==> config.mk <==
export PLATFORM = sky130hd
export DESIGN_NAME = fsm_seq_monitor
export DESIGN_NICKNAME = d
export VERILOG_FILES = /design/src/rtl/fsm_seq_monitor.sv
export SDC_FILE = /design/constraint.sdc
export NUM_CORES = 1
export LEC_CHECK = 0
export ABC_AREA = 0
export CAP_MARGIN = 15
export CORE_UTILIZATION = 31
export DETAILED_ROUTE_END_ITERATION = 10
export PLACE_DENSITY_LB_ADDON = 0.15
export REMOVE_ABC_BUFFERS = 1
export SLEW_MARGIN = 20
export SYNTH_ARGS = -nofsm -noshare
export SYNTH_HDL_FRONTEND = slang
export SYNTH_SLANG_ARGS = --single-unit
==> constraint.sdc <==
create_clock -name clk -period 2.4 [get_ports clk]
set_input_delay 0.72 -clock clk [delete_from_list [all_inputs] [get_ports clk]]
set_output_delay 0.72 -clock clk [all_outputs]
set_load 0.03 [all_outputs]
==> src/rtl/fsm_seq_monitor.sv <==
// Passive checker for the 6-state step sequencer (000,001,011,101,111,010).
// Decodes position, counts laps and latches a sticky error on illegal codes/transitions.
module fsm_seq_monitor #(
    parameter int unsigned LAP_W      = 8,
    parameter int unsigned CHECK_STEP = 1
) (
    input  logic             clk,
    input  logic             reset,
    input  logic [2:0]       q_in,
    input  logic             step_in,
    input  logic             err_clr,
    output logic             valid,
    output logic [2:0]       pos,
    output logic [LAP_W-1:0] lap_count,
    output logic             lap_pulse,
    output logic             err,
    output logic [5:0]       err_pair
);

    localparam bit STEP_CHK = (CHECK_STEP != 0);

    typedef enum logic [1:0] {
        S_INIT  = 2'd0,
        S_TRACK = 2'd1,
        S_ERROR = 2'd2
    } state_e;

    state_e           state_q, state_d;
    logic [2:0]       prev_q_q, prev_q_d;
    logic             step_dly_q, step_dly_d;
    logic             valid_q, valid_d;
    logic [2:0]       pos_q, pos_d;
    logic [LAP_W-1:0] lap_count_q, lap_count_d;
    logic             lap_pulse_q, lap_pulse_d;
    logic             err_q, err_d;
    logic [5:0]       err_pair_q, err_pair_d;

    logic             hold_ok;
    logic             adv_ok;

    function automatic logic [2:0] next_code(input logic [2:0] c);
        case (c)
            3'b000:  return 3'b001;
            3'b001:  return 3'b011;
            3'b011:  return 3'b101;
            3'b101:  return 3'b111;
            3'b111:  return 3'b010;
            default: return 3'b000;
        endcase
    endfunction

    function automatic logic is_legal(input logic [2:0] c);
        return !((c == 3'b100) || (c == 3'b110));
    endfunction

    function automatic logic [2:0] to_index(input logic [2:0] c);
        case (c)
            3'b001:  return 3'd1;
            3'b011:  return 3'd2;
            3'b101:  return 3'd3;
            3'b111:  return 3'd4;
            3'b010:  return 3'd5;
            default: return 3'd0;
        endcase
    endfunction

    // A hold needs step low and an advance needs step high, one edge earlier.
    assign hold_ok = (q_in == prev_q_q) && (!STEP_CHK || !step_dly_q);
    assign adv_ok  = (q_in == next_code(prev_q_q)) && (!STEP_CHK || step_dly_q);

    // Next-state and output computation
    always_comb begin
        state_d     = state_q;
        prev_q_d    = prev_q_q;
        step_dly_d  = step_in;
        valid_d     = valid_q;
        pos_d       = pos_q;
        lap_count_d = lap_count_q;
        lap_pulse_d = 1'b0;
        err_d       = err_q;
        err_pair_d  = err_pair_q;

        case (state_q)
            S_INIT: begin
                if (is_legal(q_in)) begin
                    state_d  = S_TRACK;
                    prev_q_d = q_in;
                    pos_d    = to_index(q_in);
                    valid_d  = 1'b1;
                end else begin
                    state_d    = S_ERROR;
                    err_d      = 1'b1;
                    err_pair_d = {3'b000, q_in};
                end
            end
            S_TRACK: begin
                if (adv_ok) begin
                    prev_q_d = q_in;
                    pos_d    = to_index(q_in);
                    if (prev_q_q == 3'b010) begin
                        lap_count_d = lap_count_q + LAP_W'(1);
                        lap_pulse_d = 1'b1;
                    end
                end else if (!hold_ok) begin
                    state_d    = S_ERROR;
                    err_d      = 1'b1;
                    valid_d    = 1'b0;
                    err_pair_d = {prev_q_q, q_in};
                end
            end
            S_ERROR: begin
                if (err_clr) begin
                    state_d = S_INIT;
                    err_d   = 1'b0;
                end
            end
            default: ;
        endcase
    end

    // State and output registers
    always_ff @(posedge clk) begin
        if (reset) begin
            state_q     <= S_INIT;
            prev_q_q    <= 3'b000;
            step_dly_q  <= 1'b0;
            valid_q     <= 1'b0;
            pos_q       <= 3'd0;
            lap_count_q <= '0;
            lap_pulse_q <= 1'b0;
            err_q       <= 1'b0;
            err_pair_q  <= 6'd0;
        end else begin
            state_q     <= state_d;
            prev_q_q    <= prev_q_d;
            step_dly_q  <= step_dly_d;
            valid_q     <= valid_d;
            pos_q       <= pos_d;
            lap_count_q <= lap_count_d;
            lap_pulse_q <= lap_pulse_d;
            err_q       <= err_d;
            err_pair_q  <= err_pair_d;
        end
    end

    assign valid     = valid_q;
    assign pos       = pos_q;
    assign lap_count = lap_count_q;
    assign lap_pulse = lap_pulse_q;
    assign err       = err_q;
    assign err_pair  = err_pair_q;

endmodule

; ---- Word level (Yosys, flattened, before mapping)
; Cells that the tools add are included.
[classes]
addsub = 1
eq_ne = 22
mux = 27
bitwise_logic = 2
reduce_logical = 15
[op_table]
columns = cell, count
row1 = 3-bit case mux with 5 select lines, 2
row2 = 3-bit == test (second input constant), 6
row3 = 6-bit two-way mux, 3
row4 = 3-bit by 2-bit == test with 1-bit output (second input constant), 4
row5 = 3-bit two-way mux, 4
row6 = 2-bit != test (second input constant), 6
row7 = 3-bit case mux with 2 select lines, 2
row8 = 6-bit case mux with 2 select lines, 1
row9 = 4-bit AND reduction, 3
row10 = 8-bit by 1-bit adder with 8-bit output (second input constant), 1
row11 = 1-bit two-way mux, 8
row12 = 2-bit two-way mux, 4
row13 = 3-bit by 1-bit == test with 1-bit output (second input constant), 2
row14 = 3-bit == test, 2
row15 = 2-bit case mux with 3 select lines, 1
row16 = 3-bit AND reduction, 2
row17 = 5-bit AND reduction, 1
row18 = 3-bit zero test, 1
row19 = 1-bit case mux with 3 select lines, 1
row20 = 3-bit nonzero test, 1
row21 = 3-bit OR reduction, 1
row22 = 2-bit by 1-bit == test with 1-bit output (second input constant), 1
row23 = 2-bit == test (second input constant), 1
row24 = 1-bit logical AND, 2
row25 = 6 further kinds, 7
[word_totals]
ff_bits = 26
out_inout_bits = 20

; ---- Longest topological paths before layout
[depth]
depth_word = 6
ltp_mapped = 8
mapped_depth_nobuf = 7

; ---- Worst setup path before layout
; Ideal clock, no wire load.
[synth_timing]
kind = input-to-reg
startpoint = input port q_in[2]
endpoint = register err_q, in the netlist err
t_arrival_ns = 1.918
t_required_ns = 2.308
path_slack_ns = 0.390
cell_stages = 5
cell_sequence = or3b_4 > a211oi_4 > o311ai_2 > and4b_1 > o32ai_1
[synth_between]
elab_chain_cells = 4
word_cells_on_any_way = 11
[synth_rtl]
columns = element, line_no
row1 = from (decl), 9  ; input logic [2:0] q_in,
row2 = 3-bit == test (on tied branches), "53, 68, 69"
row3 = "1-bit logical OR, or another cell as far along", 53  ; return !((c == 3'b100) || (c == 3'b110));
row4 = 2-bit != test (no line), --
row5 = 5-bit AND reduction (no line) (*), --
row6 = to (signal assigned), 141  ; err_q <= err_d;
row7 = to (decl), 35  ; logic err_q, err_d;
; Every way passes the cells marked *; elsewhere a longest branch is shown, timed or not.
; A chain may end at the register's enable or synchronous reset.

; ---- Worst setup path in the final report
[layout_timing]
startpoint = input port q_in[2]
endpoint = register pos_q[0], in the netlist pos[0]
[layout_between]
elab_chain_cells = 4
word_cells_on_any_way = 17
[layout_rtl]
columns = element, line_no
row1 = "3-bit by 2-bit == test with 1-bit output, or another cell as far along", 57  ; case (c)
row2 = "3-bit case mux with 5 select lines, or another cell as far along", 57
row3 = "3-bit two-way mux, or another cell as far along", 97  ; if (adv_ok) begin
row4 = 3-bit case mux with 2 select lines or 3-bit AND reduction (tied branches), --
row5 = to (signal assigned), 138  ; pos_q <= pos_d;
row6 = to (decl), 32  ; logic [2:0] pos_q, pos_d;
; Parallel ways exist; a longest one is shown, timed or not. The select of a mux whose other input is x is not followed.

==> reports/results.ini <==
[outcome]
status = finished with violations
violations = design-rule violations

[critical_path]
worst_path_largest_cell_delay_ns = 0.42
worstSetupPathType = in -> reg
crit_chain = dlygate4sd2_1 -> or3b_4 -> a211oi_4 -> o211ai_1 -> a21o_1 -> a21oi_2
reg2reg_to = pos[1]
critPathCaptureType = flip-flop
startpoint_type = primary input
cp_num_buf_inv = 1
path_delay_family = compound AO/OA/AOI/OAI gates
reg2reg_slack_ns = 0.37
reg2reg_from = prev_q_q[2]
required_ns = 2.62
ff2ff_path_depth = 5
cp_max_fo = 7
crit_path_top_delay_cell = or3b_4
critPathArrivalTime_ns = 2.45

[clocking]
clock_latency_ns = 0.27
cts_buffer_depth = 2
cts_root_buf = clkbuf_8
cts.sinks = 26
cts.htree.levels = 1
postCtsSetupBuffers = 0
ctsHoldBuffers = 0
cts_made_buffers = 3
cts_tree = built
cts.clk_slew.worst_paths_ns = 0.09

[yosys]
async_flop_share_pct = 0
synth_ff_type = dfxtp_1
synth_seq_area_share_pct = 34.15
synth-edff-count = 0
syn_area_um2 = 1524
ys_ff_latch = 26
avgSynthCellArea_um2 = 9.292
yosysWarnings = 0
synth_cell_types = 50
syn_inst = 164

[place]
io_buffers = 26
dp_slack_ns = -0.2959
routabilityCongestion = 0.8288
placed_cell_area_um2 = 1953
hpwl_um = 2611

[sta]
finalCriticalPeriod_ns = 2.238
finalClockSkew_ns = 0.003148
hold_viol = 0
finalWorstSetupSlack_ns = 0.1622
maxSlewHeadroom_pct = 63.96
rsz0062_at_grt = no
tightest_slew_ns = 0.5382
whs_ns = 0.4820
fin_crit_sh_pct = 93.24
drv_slew = 0
final-setup-viol-count = 0
fmax_ghz = 0.4469

[global_routing]
grt_max_degree = 35
grt_pass1_vias = 1297
globalRoute.totalOverflow = 0
grt_usage_pct = 14.27
grt_pass1_wl_um = 5892
antenna_found_initial = 0

[route]
ant_nets = 0
first_pass_iters = 7
drt_iter0_drc = 39
routed_wl_um = 3628
num_vias = 1352
wl_per_cell_um = 13.44
drc = 2
via_per_inst = 5.007

[power]
power.leakage_nw = 0.7384
p_total_w = 0.001868
vdd.ir_drop.worst_mv = 0.5306
powerDensity_nw_per_um2 = 914.1

[final_layout]
num-fill-cells = 467
multi_input_comb_area_um2 = 929.6
layout.area.seq_um2 = 520.5
drive_gt1_share_pct = 17.24
nets = 216
diodes = 0
utilization_pct = 43.26
area_growth_pct = 34.07
postLayoutCellArea_um2 = 2043

[floorplan]
die_y_um = 72.12
dieArea_um2 = 5201
pin_count = 27
initial_utilization_pct = 32.26
die_w_um = 72.12
fp-row-count = 25
fp.coreArea_um2 = 4723

[min_path]
min_to = err_pair[4]
whs_path_depth = 2
hold_path_class = reg -> reg
min-delay-start = err_pair[4]

[run]
drv_cap = 0

synthesized netlist by cell type, types with 5 or more instances:
| master | number | area share, % |
|---|---|---|
| dfxtp_1 | 26 | 34 |
| nand2b_1 | 10 | 4.1 |
| nor2_1 | 9 | 2.2 |
| a21oi_1 | 7 | 2.3 |
| nand2_1 | 7 | 1.7 |
| nand3_1 | 7 | 2.3 |
| nand4_1 | 7 | 2.9 |
| xor2_1 | 7 | 4.0 |
| inv_1 | 6 | 1.5 |
| mux2i_1 | 6 | 3.9 |
| ha_1 | 5 | 4.1 |
| nor2b_1 | 5 | 2.1 |
| o211ai_1 | 5 | 2.5 |
per-stage QoR:
stage | setup TNS [ns] | cells
final | 0 | 270
after global routing | 0 | 270
after CTS | 0 | 270
after detailed placement | -5.236 | 266
after global placement | -3.999 | 266
after floorplan | 0 | 154
repair_timing:
action	4_1_cts	5_1_grt
setup endpoints to repair	3	12
resized for setup	2	3
hold endpoints to repair	0	0
pin swaps	3	1
layout by cell type, fill, tap and decap left out, drive strengths merged, types with 2 or more instances in the layout:
master	count
nand2	7
o211ai	5
nor2	10
ha	5
clkdlybuf4s50	23
nand2b	10
nor3b	2
clkbuf	3
o2111ai	3
xor2	7
a211oi	2
o21ai	3
o32ai	4
inv	6
xnor2	4
nor4	2
nand3	7
nor2b	5
and3	3
mux2i	6
nand3b	2
a21oi	8
buf	19
dfxtp	26
nand4	7
nor3	2
or3b	3
dlygate4sd2	2
sequential cells by signal, summed over array words and instances (netlist names):
register,flops
state_q,2
prev_q_q,3
lap_count,8
lap_pulse,1
pos,3
err_pair,6
valid,1
step_dly_q,1
err,1
per-layer routing:
metal	GRT usage (%)	share of wire, %	vias to the layer above
met5	0	0	-
met4	5.664	2.1	0
met3	2.222	2.6	9
met2	22.74	46	26
met1	19.31	50	637
li1	-	-	680
cells by family (layout without fill, tap and decap cells):
logic type | after synthesis | after routing | synth area share [%]
AO/OA/AOI/OAI | 35 | 35 | 19.05
XOR/XNOR | 11 | 11 | 6.322
adder cells (fa/ha/maj) | 5 | 5 | 4.105
buffers and inverters | 16 | 55 | 6.075
flip-flops | 26 | 26 | 34.15
multiplexers | 6 | 6 | 3.941
AND/OR/NAND/NOR | 65 | 65 | 26.36
worst max-delay path by stage:
stage	from	to	slack (ns)	depth (start not counted)
floorplan	q_in[2]	err	0.39	5
global route	q_in[2]	pos[0]	0.09	6
global placement	q_in[1]	err	-0.25	6
detailed placement	q_in[1]	pos[0]	-0.30	6
CTS	q_in[0]	state_q[1]	0.06	6
finish	q_in[2]	pos[0]	0.16	6
worst reg2reg max path: cells and delay by family, from the launching register on:
| family | cells | cell delay [ns] |
|---|---|---|
| DFF | 1 | 0.66 |
| and+or+nand+nor | 1 | 0.46 |
| AOI/OAI and AO/OA | 4 | 0.85 |
report_power, final:
group	total, W	switching [W]	internal, W
clock	0.000363	0.000140	0.000223
combinational	0.000875	0.000477	0.000398
sequential	0.000630	0.000111	0.000519
cell type report:
cell class | count | share of cell area [%]
Multi-Input combinational cell | 122 | 45.50
Inverter | 6 | 1.102
Clock buffer | 3 | 2.021
Tap cell | 67 | 4.103
Clock inverter | 1 | 1.470
Timing Repair Buffer | 45 | 20.33
Sequential cell | 26 | 25.47
(Power assumes the default switching activity.)
